**src/rtl/flex_down_timer.sv**
```systemverilog
// flex_down_timer: loadable down-counting timer with one-shot or periodic auto-reload.
// Define FLEX_DOWN_TIMER_PRESCALE_EN to divide count_enable by prescale_val+1.
module flex_down_timer #(
  parameter int NUM_CNT_BITS  = 4,
  parameter int PRESCALE_BITS = 4
) (
  input  logic                      clk,
  input  logic                      n_rst,
  input  logic                      clear,
  input  logic                      load,
  input  logic [NUM_CNT_BITS-1:0]   load_val,
  input  logic                      periodic,
  input  logic                      count_enable,
  input  logic [PRESCALE_BITS-1:0]  prescale_val,
  output logic [NUM_CNT_BITS-1:0]   count_out,
  output logic                      busy,
  output logic                      expire_flag,
  output logic                      load_err
);
  localparam logic IDLE = 1'b0;
  localparam logic RUN  = 1'b1;
  localparam logic [NUM_CNT_BITS-1:0] ONE = NUM_CNT_BITS'(1);
  logic                    state;
  logic [NUM_CNT_BITS-1:0] reload_reg;
  logic                    periodic_reg;
  logic                    tick;
  logic                    good_load;
  assign busy      = state == RUN;
  assign good_load = load && load_val != '0;
`ifdef FLEX_DOWN_TIMER_PRESCALE_EN
  logic [PRESCALE_BITS-1:0] pre_cnt;
  assign tick = count_enable && pre_cnt == prescale_val;
  // A tick always returns pre_cnt to zero, which also covers expiry to IDLE.
  always_ff @(posedge clk) begin
    if (!n_rst || clear || good_load)
      pre_cnt <= '0;
    else if (state == RUN && count_enable)
      pre_cnt <= tick ? '0 : pre_cnt + 1'b1;
  end
`else
  logic unused_prescale;
  assign unused_prescale = ^prescale_val;
  assign tick = count_enable;
`endif
  always_ff @(posedge clk) begin
    if (!n_rst) begin
      state        <= IDLE;
      count_out    <= '0;
      expire_flag  <= 1'b0;
      load_err     <= 1'b0;
      reload_reg   <= '0;
      periodic_reg <= 1'b0;
    end else begin
      expire_flag <= 1'b0;
      load_err    <= 1'b0;
      if (clear) begin
        state     <= IDLE;
        count_out <= '0;
      end else if (load) begin
        if (good_load) begin
          state        <= RUN;
          count_out    <= load_val;
          reload_reg   <= load_val;
          periodic_reg <= periodic;
        end else begin
          load_err <= 1'b1;
        end
      end else if (state == RUN && tick) begin
        if (count_out == ONE) begin
          expire_flag <= 1'b1;
          count_out   <= periodic_reg ? reload_reg : '0;
          state       <= periodic_reg ? RUN : IDLE;
        end else begin
          count_out <= count_out - 1'b1;
        end
      end
    end
  end
endmodule

```
**config.mk**
```make
export PLATFORM = sky130hd
export DESIGN_NAME = flex_down_timer
export DESIGN_NICKNAME = d
export VERILOG_FILES = /design/src/rtl/flex_down_timer.sv
export SDC_FILE = /design/constraint.sdc
export NUM_CORES = 1
export LEC_CHECK = 0
export BUFFER_PORTS_ARGS = -buffer_cell sky130_fd_sc_hd__buf_2
export CAP_MARGIN = 25
export CELL_PAD_IN_SITES_DETAIL_PLACEMENT = 0
export CELL_PAD_IN_SITES_GLOBAL_PLACEMENT = 1
export CORE_UTILIZATION = 34
export DETAILED_ROUTE_END_ITERATION = 10
export PLACE_DENSITY_LB_ADDON = 0.1
export SLEW_MARGIN = 20
export SYNTH_ARGS = -nofsm -noshare
export SYNTH_HDL_FRONTEND = slang
export SYNTH_SLANG_ARGS = --single-unit
```
**constraint.sdc**
```tcl
create_clock -name clk -period 2 [get_ports clk]
set_clock_uncertainty 0.05 [all_clocks]
set_input_delay 0.1 -clock clk [delete_from_list [all_inputs] [get_ports clk]]
set_output_delay 0.1 -clock clk [all_outputs]
set_load 0.005 [all_outputs]
```
# After elaboration in Yosys (flattened, before gate mapping)
# Index checks and enable logic that the tools add are counted.
dict set report op_classes {
  n_addsub 1
  eq_ne 2
  mux 12
  bitwise_logic 4
  n_reduce_logical 11
}
# op n
set ops {}
lappend ops {{4-bit two-way mux} 5}
lappend ops {{1-bit two-way mux} 7}
lappend ops {{3-bit AND reduction} 2}
lappend ops {{4-bit by 1-bit == test with 1-bit output (second input constant)} 1}
lappend ops {{1-bit NOT} 4}
lappend ops {{2-bit nonzero test} 2}
lappend ops {{4-bit nonzero test} 1}
lappend ops {{4-bit OR reduction} 1}
lappend ops {{4-bit by 1-bit subtractor with 4-bit output (second input constant)} 1}
lappend ops {{3-bit OR reduction} 1}
lappend ops {{1-bit logical AND} 2}
lappend ops {{2-bit by 1-bit != test with 1-bit output (second input constant)} 1}
lappend ops {{2-bit AND reduction} 1}
lappend ops {{2-bit OR reduction} 1}
dict set report totals {
  register_bits 12
  in_bits 14
  output_inout_bits 7
  wordCells 36
}

# Longest topological paths before layout
# Gate-level depths: netlist (run 1).
dict set report depth {
  word_depth 4
  ltp_mapped 6
  depth_no_buf 6
}

# Worst setup path after synthesis (run 1)
# No wires, ideal clock.
dict set report synth_path {
  path_kind {flip-flop to flip-flop}
  startpoint {register count_out[0]}
  endpoint {register count_out[3]}
  setup_time_ps 70
  arrival_time_ps 1391
  required_ps 1880
  setup_slack_ps 490
  stages_incl_launch_ff 6
  path_cell_list {dfxtp_1 ha_1 nor3b_4 a31oi_1 a221o_1 a21oi_1}
}
dict set report synth_between {
  elab_chain_len 4
  elab_cells_between_ends 5
  classes_between {add/sub (1); eq/ne (1); mux (3)}
}
# element line
set synth_lines {}
lappend synth_lines {{start, declared} 15} ;# output logic [NUM_CNT_BITS-1:0] count_out,
lappend synth_lines {{start signal, assigned} 62} ;# count_out <= load_val;
lappend synth_lines {{start signal, assigned} 71} ;# count_out <= periodic_reg ? reload_reg : '0;
lappend synth_lines {{start signal, assigned} 74} ;# count_out <= count_out - 1'b1;
lappend synth_lines {{4-bit by 1-bit subtractor with 4-bit output or 4-bit by 1-bit == test with 1-bit output (tied branches)} {74, 69}}
lappend synth_lines {{4-bit two-way mux *} 69} ;# if (count_out == ONE) begin
lappend synth_lines {{4-bit two-way mux *} 68} ;# end else if (state == RUN && tick) begin
lappend synth_lines {{4-bit two-way mux *} 59} ;# end else if (load) begin
# Mark *: on every way between the ends. The rest lies on a longest branch, timed or not. The select of a mux whose other input is x is not followed.
# A chain may end at the register's enable or synchronous reset.

# Final worst setup path (run 1)
# Ends and elaborated chain as after synthesis.

==> results of run 1 <==
final timing paths:
check	start	endpoint	slack, ns	depth (start not counted)
worst min register to register	count_out[1]$_SDFFE_PP0P_	count_out[1]$_SDFFE_PP0P_	0.46	2
worst max register to register	count_out[0]$_SDFFE_PP0P_	count_out[3]$_SDFFE_PP0P_	0.32	5
worst min-delay path	periodic	periodic_reg$_SDFFE_PN0P_	0.05	3
worst max-delay path	count_out[0]$_SDFFE_PP0P_	count_out[3]$_SDFFE_PP0P_	0.32	5
power by group through the flow:
stage          clock network [uW]  registers (uW)  logic [uW]
6_report                      143             260        81.4
5_1_grt                       159             262        90.4
4_1_cts                       150             260        81.5
3_5_place_dp                    0             265        81.3
3_3_place_gp                    0             265        81.3
2_1_floorplan                   0             264        54.4
critical path: stages (launching register included):
cell     delay, ns
dfxtp_1       0.43
ha_1          0.20
nor3b_4       0.36
a31oi_1       0.14
a221o_1       0.33
a21oi_1       0.11
kinds of logic (layout without fill, tap and decap cells):
| group | count (synthesis) | count (layout) | share of synthesized area [%] |
|---|---|---|---|
| compound gates | 13 | 13 | 17.0 |
| simple gates | 26 | 26 | 24.9 |
| xor+xnor | 1 | 1 | 1.41 |
| buf+inv | 5 | 23 | 4.24 |
| fa+ha+maj | 2 | 2 | 4.04 |
| flops | 12 | 12 | 38.8 |
| mux | 6 | 6 | 9.70 |
area by class of cell:
class | instances | area, um2
Fill cell | 181 | 962
Multi-Input combinational cell | 48 | 353
Sequential cell | 12 | 240
Timing Repair Buffer | 17 | 87.6
Tap cell | 25 | 31.3
Clock buffer | 3 | 22.5
Inverter | 3 | 11.3
layer usage:
layer	routed length [um]	global-route usage, %
met1	634	20.4
met2	569	20.6
met3	59	2.45
met4	13	9.09
met5	0	0
layout by cell type, fill, tap and decap left out, types with 2 or more instances in the layout:
master	n
nor2b_1	9
a311oi_1	2
o41ai_1	2
nor2_1	5
a21oi_1	3
buf_2	16
nand3_1	2
clkbuf_4	3
nand2_1	3
inv_1	3
dfxtp_1	12
mux2i_1	6
ha_1	2
stage by stage:
step,cell area [um2],std cells
finish,746,108
global route,746,108
CTS,746,108
detailed placement,723,105
global placement,723,105
floorplan,619,65
==> summary.txt, run 1 <==
Synth
  • Most used DFF post-synth: dfxtp_1
  • Largest cells by area after synthesis: dfxtp_1, mux2i_1, nor2b_1, ha_1, nor2_1
  • Register area share after synthesis: 38.8%
  • Yosys reg bits: 12
  • Most frequent cell after synthesis: dfxtp_1
  • Cells after synthesis: 65
  • Synth area leader: dfxtp_1
  • Post-synth ARST share: 0%
  • Syn Nets: 81
  • Share of the synthesized area in the top cell type: 38.8%
  • Post-synth cell types: 27
  • Top cells by count, synth: dfxtp_1, nor2b_1, mux2i_1
  • Post-Syn Area: 619 um2
  • Post-synth EDFFs: 0
  • Mapped Avg Cell Area: 9.53 um2
  • Synth warn: 0

Clock network
  • H-tree levels: 1
  • # resized after CTS: 0
  • Postcts setup bufs: 0
  • CTS clk-pin slew, worst paths: 0.07 ns
  • Clk sinks: 12
  • CTS root buf: clkbuf_4
  • Hold_buf cts: 0
  • Total CTS buffers: 3
  • CTS tree: built
  • Clock Latency Late Sink: 0.26 ns
  • Clock buffer depth: 2

GRT
  • Largest net degree at the start of global routing: 12
  • Congestion Overflow GR: 0
  • Total track usage: 14.6%
  • Vias in the first global route: 482
  • Global-route wire length before repair: 2.08 mm
  • Initial antenna violation count: 0

Power and ir drop
  • Pleak: 0.000317 uW
  • Clock power share: 29.5%
  • Worst VDD drop: 0.372 mV
  • PwrDens: 649 nW/um2
  • Comb pwr share: 16.8%
  • Internal cell power: 359 uW
  • Switching share of total power: 25.8%
  • Overall Power: 484 uW
  • Sw power: 125 uW
  • Sequential power share: 53.7%

Route
  • DR iter-0 viols: 13
  • Post-route ant nets: 0
  • Total number of vias: 527
  • Detailed Routing Iterations Pass 1: 4
  • Vias per cell: 4.88
  • WL final: 1.28 mm
  • Wire per inst: 11.8 um
  • Remaining DRCs: 0

Setup path
  • Critical Path Start Type: register
  • Critical Path AT: 1.83 ns
  • Max Fanout on Critical Path: 8
  • Crit end category: register
  • CP required: 2.15 ns
  • Critical path type: reg -> reg

Placement
  • HPWL Detailed: 987 um
  • PortBufs: 16
  • Dpl ws: 0.324 ns
  • Final Wtd Congestion: 0.678

STA
  • Final period util: 84.2%
  • Slew margin rel.: 74.7%
  • Max Clk Rate: 0.594 GHz
  • Setup TNS: 0 ns
  • Tmin final: 1.68 ns
  • Final Hold Viols: 0
  • Pins Over Slew Limit: 0
  • Slew @ Worst Pin: 0.379 ns
  • RSZ-0062 raised after global routing: no
  • # setup viols final: 0
  • Hold_ws: 0.0474 ns
  • Final worst slack: 0.317 ns

Layout
  • N_diodes: 0
  • Layout cells sized above 1: 27.7%
  • Area delta synth->final: 20.4%
  • Final core occ: 43.7%
  • Nets: 101

Job
  • Max-cap viol count: 0

Worst hold path
  • HP Class: in -> reg

Die
  • Core ar.: 1710 um2
  • Initial Utilization: 36.3%
  • Area of the die: 2000 um2
  • Die Y: 44.7 um
  • I/O pin total: 21
  • Die width: 44.7 um
  • Cell Rows: 15

Outcome
  • Status: completed
Note: power is estimated with default switching activity, not from simulation.
==> inputs of run 2 (changes only) <==
ABC_AREA = 1   (was not set)
CORE_UTILIZATION = 30   (was 34)
clock period = 1.5 ns   (was 2 ns; I/O delays follow)
==> run 2 against run 1 <==
Wire length rose by 27%. Via count rose by 36%. Design area rose by 10%.
==> summary.txt, run 2 <==
Setup path
  • Critical Path Start Type: register
  • Critical path type: reg -> reg
  • Critical Path AT: 1.46 ns (-0.37 ns)
  • CP required: 1.61 ns (-0.54 ns)
  • Reg-to-reg critical path startpoint: count_out[1]$_SDFFE_PP0P_
  • Cells on worst reg2reg path: 7 (+2)
  • R2R Setup Slk: 0.15 ns (-0.16 ns)
  • Crit end category: register
  • Max Fanout on Critical Path: 7 (-1)
  • R2r endpoint: count_out[2]$_SDFFE_PP0P_

STA
  • Pins Over Slew Limit: 0 (unchanged)
  • Final Hold Viols: 0 (unchanged)
  • Tmin final: 1.35 ns (-0.338 ns)
  • Slew @ Worst Pin: 0.268 ns (-0.111 ns)
  • Final period util: 89.7% (+5.5 points)
  • RSZ-0062 raised after global routing: no
  • # setup viols final: 0 (unchanged)
  • Max Clk Rate: 0.743 GHz (+25%)
  • Setup TNS: 0 ns (unchanged)
  • Slew margin rel.: 82.1% (+7.4 points)

Clock network
  • Clock Latency Late Sink: 0.28 ns (+0.02 ns)
  • H-tree levels: 1 (unchanged)
  • Hold_buf cts: 0 (unchanged)
  • # resized after CTS: 0 (unchanged)
  • CTS root buf: clkbuf_4
  • Clk sinks: 12 (unchanged)
  • CTS tree: built
  • CTS clk-pin slew, worst paths: 0.08 ns (about the same)
  • Total CTS buffers: 3 (unchanged)
  • Clock buffer depth: 2 (unchanged)
  • Postcts setup bufs: 0 (unchanged)

Layout
  • Layout cells sized above 1: 23.6% (-4.1 points)
  • Most frequent cells in the layout: nand2_1, nand3_1, buf_2, dfxtp_1, inv_1
  • Commonest non-fill, non-tap cell in the layout: nand2_1
  • Nets: 141 (+40%)
  • N_diodes: 0 (unchanged)
  • Final std cells w/o fill: 150 (+39%)
  • Area delta synth->final: 21.2%

Power and ir drop
  • PwrDens: 821 nW/um2 (+27%)
  • Sequential power share: 50.9% (-2.8 points)
  • Pleak: 0.000410 uW (+29%)
  • Switching share of total power: 29.8% (+4.0 points)
  • Sw power: 201 uW (+61%)
  • Comb pwr share: 18.9% (+2.1 points)
  • Clock power share: 30.2% (+0.7 points)
  • Worst VDD drop: 0.396 mV (+6.6%)
  • Internal cell power: 474 uW (+32%)

Placement
  • Final Wtd Congestion: 0.724 (+6.8%)
  • HPWL Detailed: 1.28 mm (+30%)
  • PortBufs: 16 (unchanged)
  • Placed Instances: 147 (+40%)

Synth
  • Synth warn: 0 (unchanged)
  • Mapped Avg Cell Area: 6.58 um2 (-31%)
  • Largest cells by area after synthesis: dfxtp_1, nand2_1, nand3_1, a21oi_1, inv_1
  • Syn Nets: 119 (+47%)
  • Top cells by count, synth: nand2_1, nand3_1, dfxtp_1
  • Post-Syn Area: 678 um2 (+9.5%)
  • Post-synth ARST share: 0% (unchanged)
  • Post-synth EDFFs: 0 (unchanged)
  • Share of the synthesized area in the top cell type: 35.4% (-3.4 points)
  • Cells after synthesis: 103 (+58%)
  • Post-synth cell types: 19 (-30%)
  • Most used DFF post-synth: dfxtp_1
  • Synth area leader: dfxtp_1
  • Yosys reg bits: 12 (unchanged)
  • Register area share after synthesis: 35.4% (-3.4 points)
  • Most frequent cell after synthesis: nand2_1

Route
  • Post-route ant nets: 0 (unchanged)
  • Metal2 WL: 718 um (+26%)
  • Detailed Routing Iterations Pass 1: 4 (unchanged)
  • Metal1 wirelength: 833 um (+31%)
  • Total number of vias: 716 (+36%)
  • Remaining DRCs: 0 (unchanged)
  • Highest Signal Layer: met4
  • WL final: 1.63 mm (+27%)
  • DR iter-0 viols: 10 (-3)
  • Wire per inst: 10.8 um (-8.3%)
  • Vias per cell: 4.77 (-2.2%)
  • Wire length on met3: 46 um (-22%)

Job
  • Max-cap viol count: 0 (unchanged)

Die
  • Area of the die: 2450 um2 (+23%)
  • Core ar.: 2040 um2 (+20%)
  • Cell Rows: 16 (+1)
  • Initial Utilization: 33.2% (-3.1 points)
  • Die width: 49.5 um (+11%)
  • I/O pin total: 21 (unchanged)
  • Die Y: 49.5 um (+11%)

Worst hold path
  • Worst Hold End: periodic_reg$_SDFFE_PN0P_
  • HP Class: in -> reg
  • Worst hold start: periodic
  • WHS Path Cells: 3 (unchanged)

GRT
  • Vias in the first global route: 625 (+30%)
  • Initial antenna violation count: 0 (unchanged)
  • Congestion Overflow GR: 0 (unchanged)
  • Largest net degree at the start of global routing: 9 (-3)
  • Global-route wire length before repair: 2.68 mm (+29%)
  • Total track usage: 14.2% (-0.41 points)

Outcome
  • Status: completed
-- run 2: power by group through the flow --
| stage | clock network, uW | logic (uW) | registers (uW) |
|---|---|---|---|
| 6_report | 204 | 128 | 343 |
| 5_1_grt | 213 | 147 | 345 |
| 4_1_cts | 206 | 128 | 343 |
| 3_5_place_dp | 0 | 128 | 351 |
| 3_3_place_gp | 0 | 128 | 351 |
| 2_1_floorplan | 0 | 82.4 | 350 |
-- run 2: routing by layer --
layer  track usage [%]  vias up
met5                 0        -
met4              5.71        0
met3              1.85        5
met2              21.2       13
met1              20.3      319
li1                  -      379
-- run 2: cell families (layout without fill, tap and decap cells) --
group           count (synthesis)  after routing  share of synthesized area, %
flops                          12             12                          35.4
fa+ha+maj                       2              2                          3.69
compound gates                 14             14                          11.3
simple gates                   61             61                          41.5
buf+inv                        14             34                          8.12
-- run 2: worst max path at each step --
stage | endpoint | from | cells past startpoint | slack (ns)
floorplan | count_out[3]$_SDFFE_PP0P_ | count_out[1]$_SDFFE_PP0P_ | 9 | 0.33
global route | count_out[3]$_SDFFE_PP0P_ | count_out[1]$_SDFFE_PP0P_ | 9 | 0.02
finish | count_out[2]$_SDFFE_PP0P_ | count_out[1]$_SDFFE_PP0P_ | 7 | 0.15
CTS | count_out[0]$_SDFFE_PP0P_ | count_out[1]$_SDFFE_PP0P_ | 7 | 0.15
detailed placement | count_out[0]$_SDFFE_PP0P_ | count_out[1]$_SDFFE_PP0P_ | 7 | 0.18
global placement | count_out[0]$_SDFFE_PP0P_ | count_out[1]$_SDFFE_PP0P_ | 7 | 0.13
-- run 2: area by class of cell --
class,count,area (um2)
clock buffers,3,22.5
fillers,232,1220
inverters,14,55.1
multi-input cells,77,383
flip-flops and latches,12,240
well taps,27,33.8
repair buffers,17,87.6
-- run 2: critical path, stage by stage (launching register included) --
cell and delay [ns]:
dfxtp_1 0.33, inv_1 0.11, ha_1 0.32, nand2_1 0.13, nand2_1 0.10, nand3_1 0.07
nand2_1 0.07, a21oi_1 0.05
-- run 2: stage by stage --
stage	cell area [um2]	util (%)	setup slack, ns	power, uW	hold slack [ns]
3_5_place_dp	800	39.2	0.176	479	0.314
4_1_cts	822	40.3	0.147	678	0.0185
2_1_floorplan	678	-	0.325	432	0.150
6_report	822	40.3	0.155	675	0.0203
3_3_place_gp	800	39.2	0.133	479	0.311
5_1_grt	822	40.3	0.0217	705	0.0557
==> inputs of run 3 (changes only) <==
CORE_MARGIN = 2   (was not set)
==> run 3 against run 2 <==
First-iteration DRC count increased by 10%. Critical path depth unchanged. Register-to-register slack improved by 0.05 ns. Worst setup slack improved by 0.054 ns. Core utilization decreased by 1.6 points. Sequential cell count unchanged. Sequential power about the same. Largest power group unchanged. Highest routed layer unchanged.
==> summary.txt, run 3 (synthesis results as in run 2) <==
Route
  • Wire per inst: 11.3 um (+4.0%)
  • Remaining DRCs: 0 (unchanged)
  • Wire length on met3: 59 um (+28%)
  • Metal1 wirelength: 838 um (+0.60%)
  • Vias per cell: 4.75 (-0.49%)
  • Post-route ant nets: 0 (unchanged)
  • Detailed Routing Iterations Pass 1: 4 (unchanged)
  • Highest Signal Layer: met4
  • Total number of vias: 722 (+0.84%)
  • Metal2 WL: 775 um (+7.9%)
  • DR iter-0 viols: 11 (+1)
  • WL final: 1.72 mm (+5.4%)

Power and ir drop
  • Sw power: 213 uW (+6.1%)
  • PwrDens: 884 nW/um2 (+7.7%)
  • Sequential power share: 46.3% (-4.6 points)
  • Switching share of total power: 28.7% (-1.1 points)
  • Clock power share: 36.4% (+6.2 points)
  • Comb pwr share: 17.3% (-1.6 points)
  • Pleak: 0.000416 uW (+1.4%)
  • Worst VDD drop: 0.412 mV (+4.0%)
  • Internal cell power: 529 uW (+12%)

STA
  • Final Hold Viols: 0 (unchanged)
  • RSZ-0062 raised after global routing: no
  • Slew @ Worst Pin: 0.254 ns (-0.0146 ns)
  • Tmin final: 1.29 ns (-0.0537 ns)
  • Pins Over Slew Limit: 0 (unchanged)
  • Max Clk Rate: 0.774 GHz (+4.2%)
  • Hold_ws: 0.0212 ns (+0.000884 ns)
  • Setup TNS: 0 ns (unchanged)
  • Final period util: 86.1% (-3.6 points)
  • # setup viols final: 0 (unchanged)
  • Slew margin rel.: 83.1% (+0.95 points)

Worst hold path
  • HP Class: in -> reg

Clock network
  • Clk sinks: 12 (unchanged)
  • CTS root buf: clkbuf_4
  • Clock buffer depth: 2 (unchanged)
  • H-tree levels: 1 (unchanged)
  • Clock Latency Late Sink: 0.28 ns (about the same)
  • CTS clk-pin slew, worst paths: 0.09 ns (about the same)
  • Total CTS buffers: 3 (unchanged)
  • Hold_buf cts: 0 (unchanged)
  • CTS tree: built

Layout
  • # fillers: 263 (+13%)
  • Nets: 141 (unchanged)
  • Commonest non-fill, non-tap cell in the layout: nand2_1
  • N_diodes: 0 (unchanged)
  • Most frequent cells in the layout: nand2_1, nand3_1, buf_2, dfxtp_1, inv_1
  • Area occupied by multi-input gates: 385 um2 (+0.65%)
  • Register area: 240 um2 (unchanged)
  • Final instance area: 840 um2 (+2.1%)
  • Layout cells sized above 1: 25.0% (+1.4 points)
  • Area delta synth->final: 23.8%

GRT
  • Congestion Overflow GR: 0 (unchanged)
  • Vias in the first global route: 677 (+8.3%)
  • Total track usage: 15.6% (+1.4 points)
  • Global-route wire length before repair: 3.02 mm (+12%)
  • Largest net degree at the start of global routing: 9 (unchanged)
  • Initial antenna violation count: 0 (unchanged)

Job
  • Max-cap viol count: 0 (unchanged)

Setup path
  • Crit-path cells: inv_1, ha_2, nand2_1, nand2_1, nand3_1, nand2_1, a21oi_1
  • Critical Path AT: 1.42 ns (-0.04 ns)
  • Worst Path Buf+Inv: 1 (unchanged)
  • Slowest stage cell, crit path: dfxtp_1
  • Max Fanout on Critical Path: 7 (unchanged)
  • Critical path type: reg -> reg
  • Crit end category: register
  • Crit path max-delay family: simple AND/OR/NAND/NOR gates
  • Cell mode on critical path: nand2_1
  • Critical path's largest stage delay: 0.34 ns (about the same)
  • Critical Path Start Type: register
  • CP required: 1.63 ns (+0.02 ns)

Placement
  • Final Wtd Congestion: 0.763 (+5.4%)
  • HPWL Detailed: 1.32 mm (+3.1%)
  • PortBufs: 16 (unchanged)
  • Area of placed instances: 801 um2 (+0.16%)

Die
  • I/O pin total: 21 (unchanged)
  • Initial Utilization: 31.3% (-2.0 points)
  • Cell Rows: 17 (+1)
  • Core ar.: 2170 um2 (+6.2%)
  • Area of the die: 2660 um2 (+8.2%)
  • Die Y: 51.5 um (+4.0%)
  • Die width: 51.5 um (+4.0%)

Outcome
  • Status: completed
## run 3: changes by cell type in the layout (fill, tap and decap cells not counted)
cell,delta
ha_1,-1
ha_2,+1
clkbuf_8,+1
## run 3: final timing paths
kind / startpoint / cells past startpoint / end / slack (ns)
hold / removal: periodic / 3 / periodic_reg$_SDFFE_PN0P_ / 0.02
hold reg to reg: reload_reg[3]$_SDFFE_PN0P_ / 2 / reload_reg[3]$_SDFFE_PN0P_ / 0.41
setup / recovery: count_out[1]$_SDFFE_PP0P_ / 7 / count_out[2]$_SDFFE_PP0P_ / 0.21
setup reg to reg: count_out[1]$_SDFFE_PP0P_ / 7 / count_out[2]$_SDFFE_PP0P_ / 0.21
## run 3: layer usage
layer | up-vias | track usage (%)
li1 | 379 | -
met1 | 324 | 20.7
met2 | 14 | 25.0
met3 | 5 | 1.72
met4 | 0 | 7.89
met5 | - | 0
## run 3: cell type report
type / instances / area share [%]
flip-flops and latches: 12 / 28.6
multi-input cells: 77 / 45.9
inverters: 14 / 6.56
well taps: 28 / 4.17
clock buffers: 4 / 4.32
repair buffers: 17 / 10.4
## run 3: worst register-to-register path, stage by stage, from the launching register on
cell,delay (ns)
dfxtp_1,0.34
inv_1,0.12
ha_2,0.27
nand2_1,0.11
nand2_1,0.09
nand3_1,0.09
nand2_1,0.07
a21oi_1,0.05
## run 3: through the flow
step | setup WS (ns) | instances | util [%] | power, uW
after global placement | 0.150 | 148 | 36.9 | 479
after global routing | 0.0242 | 152 | 38.7 | 785
final | 0.208 | 152 | 38.7 | 742
after floorplan | 0.325 | 103 | - | 432
after CTS | 0.145 | 152 | 38.6 | 752
after detailed placement | 0.155 | 148 | 36.9 | 480
## run 3: power by group through the flow
stage	clock network, uW	registers (uW)	logic (uW)
2_1_floorplan	0	350	82.4
3_3_place_gp	0	351	128
3_5_place_dp	0	351	129
4_1_cts	279	344	129
5_1_grt	288	346	151
6_report	270	343	128
## run 3: repair_timing
action / in CTS / in global routing
resized for setup: 0 / 1
setup endpoints to repair: 0 / 1
endpoints found under the hold margin: 0 / 0
buffers inserted: 0 / 0
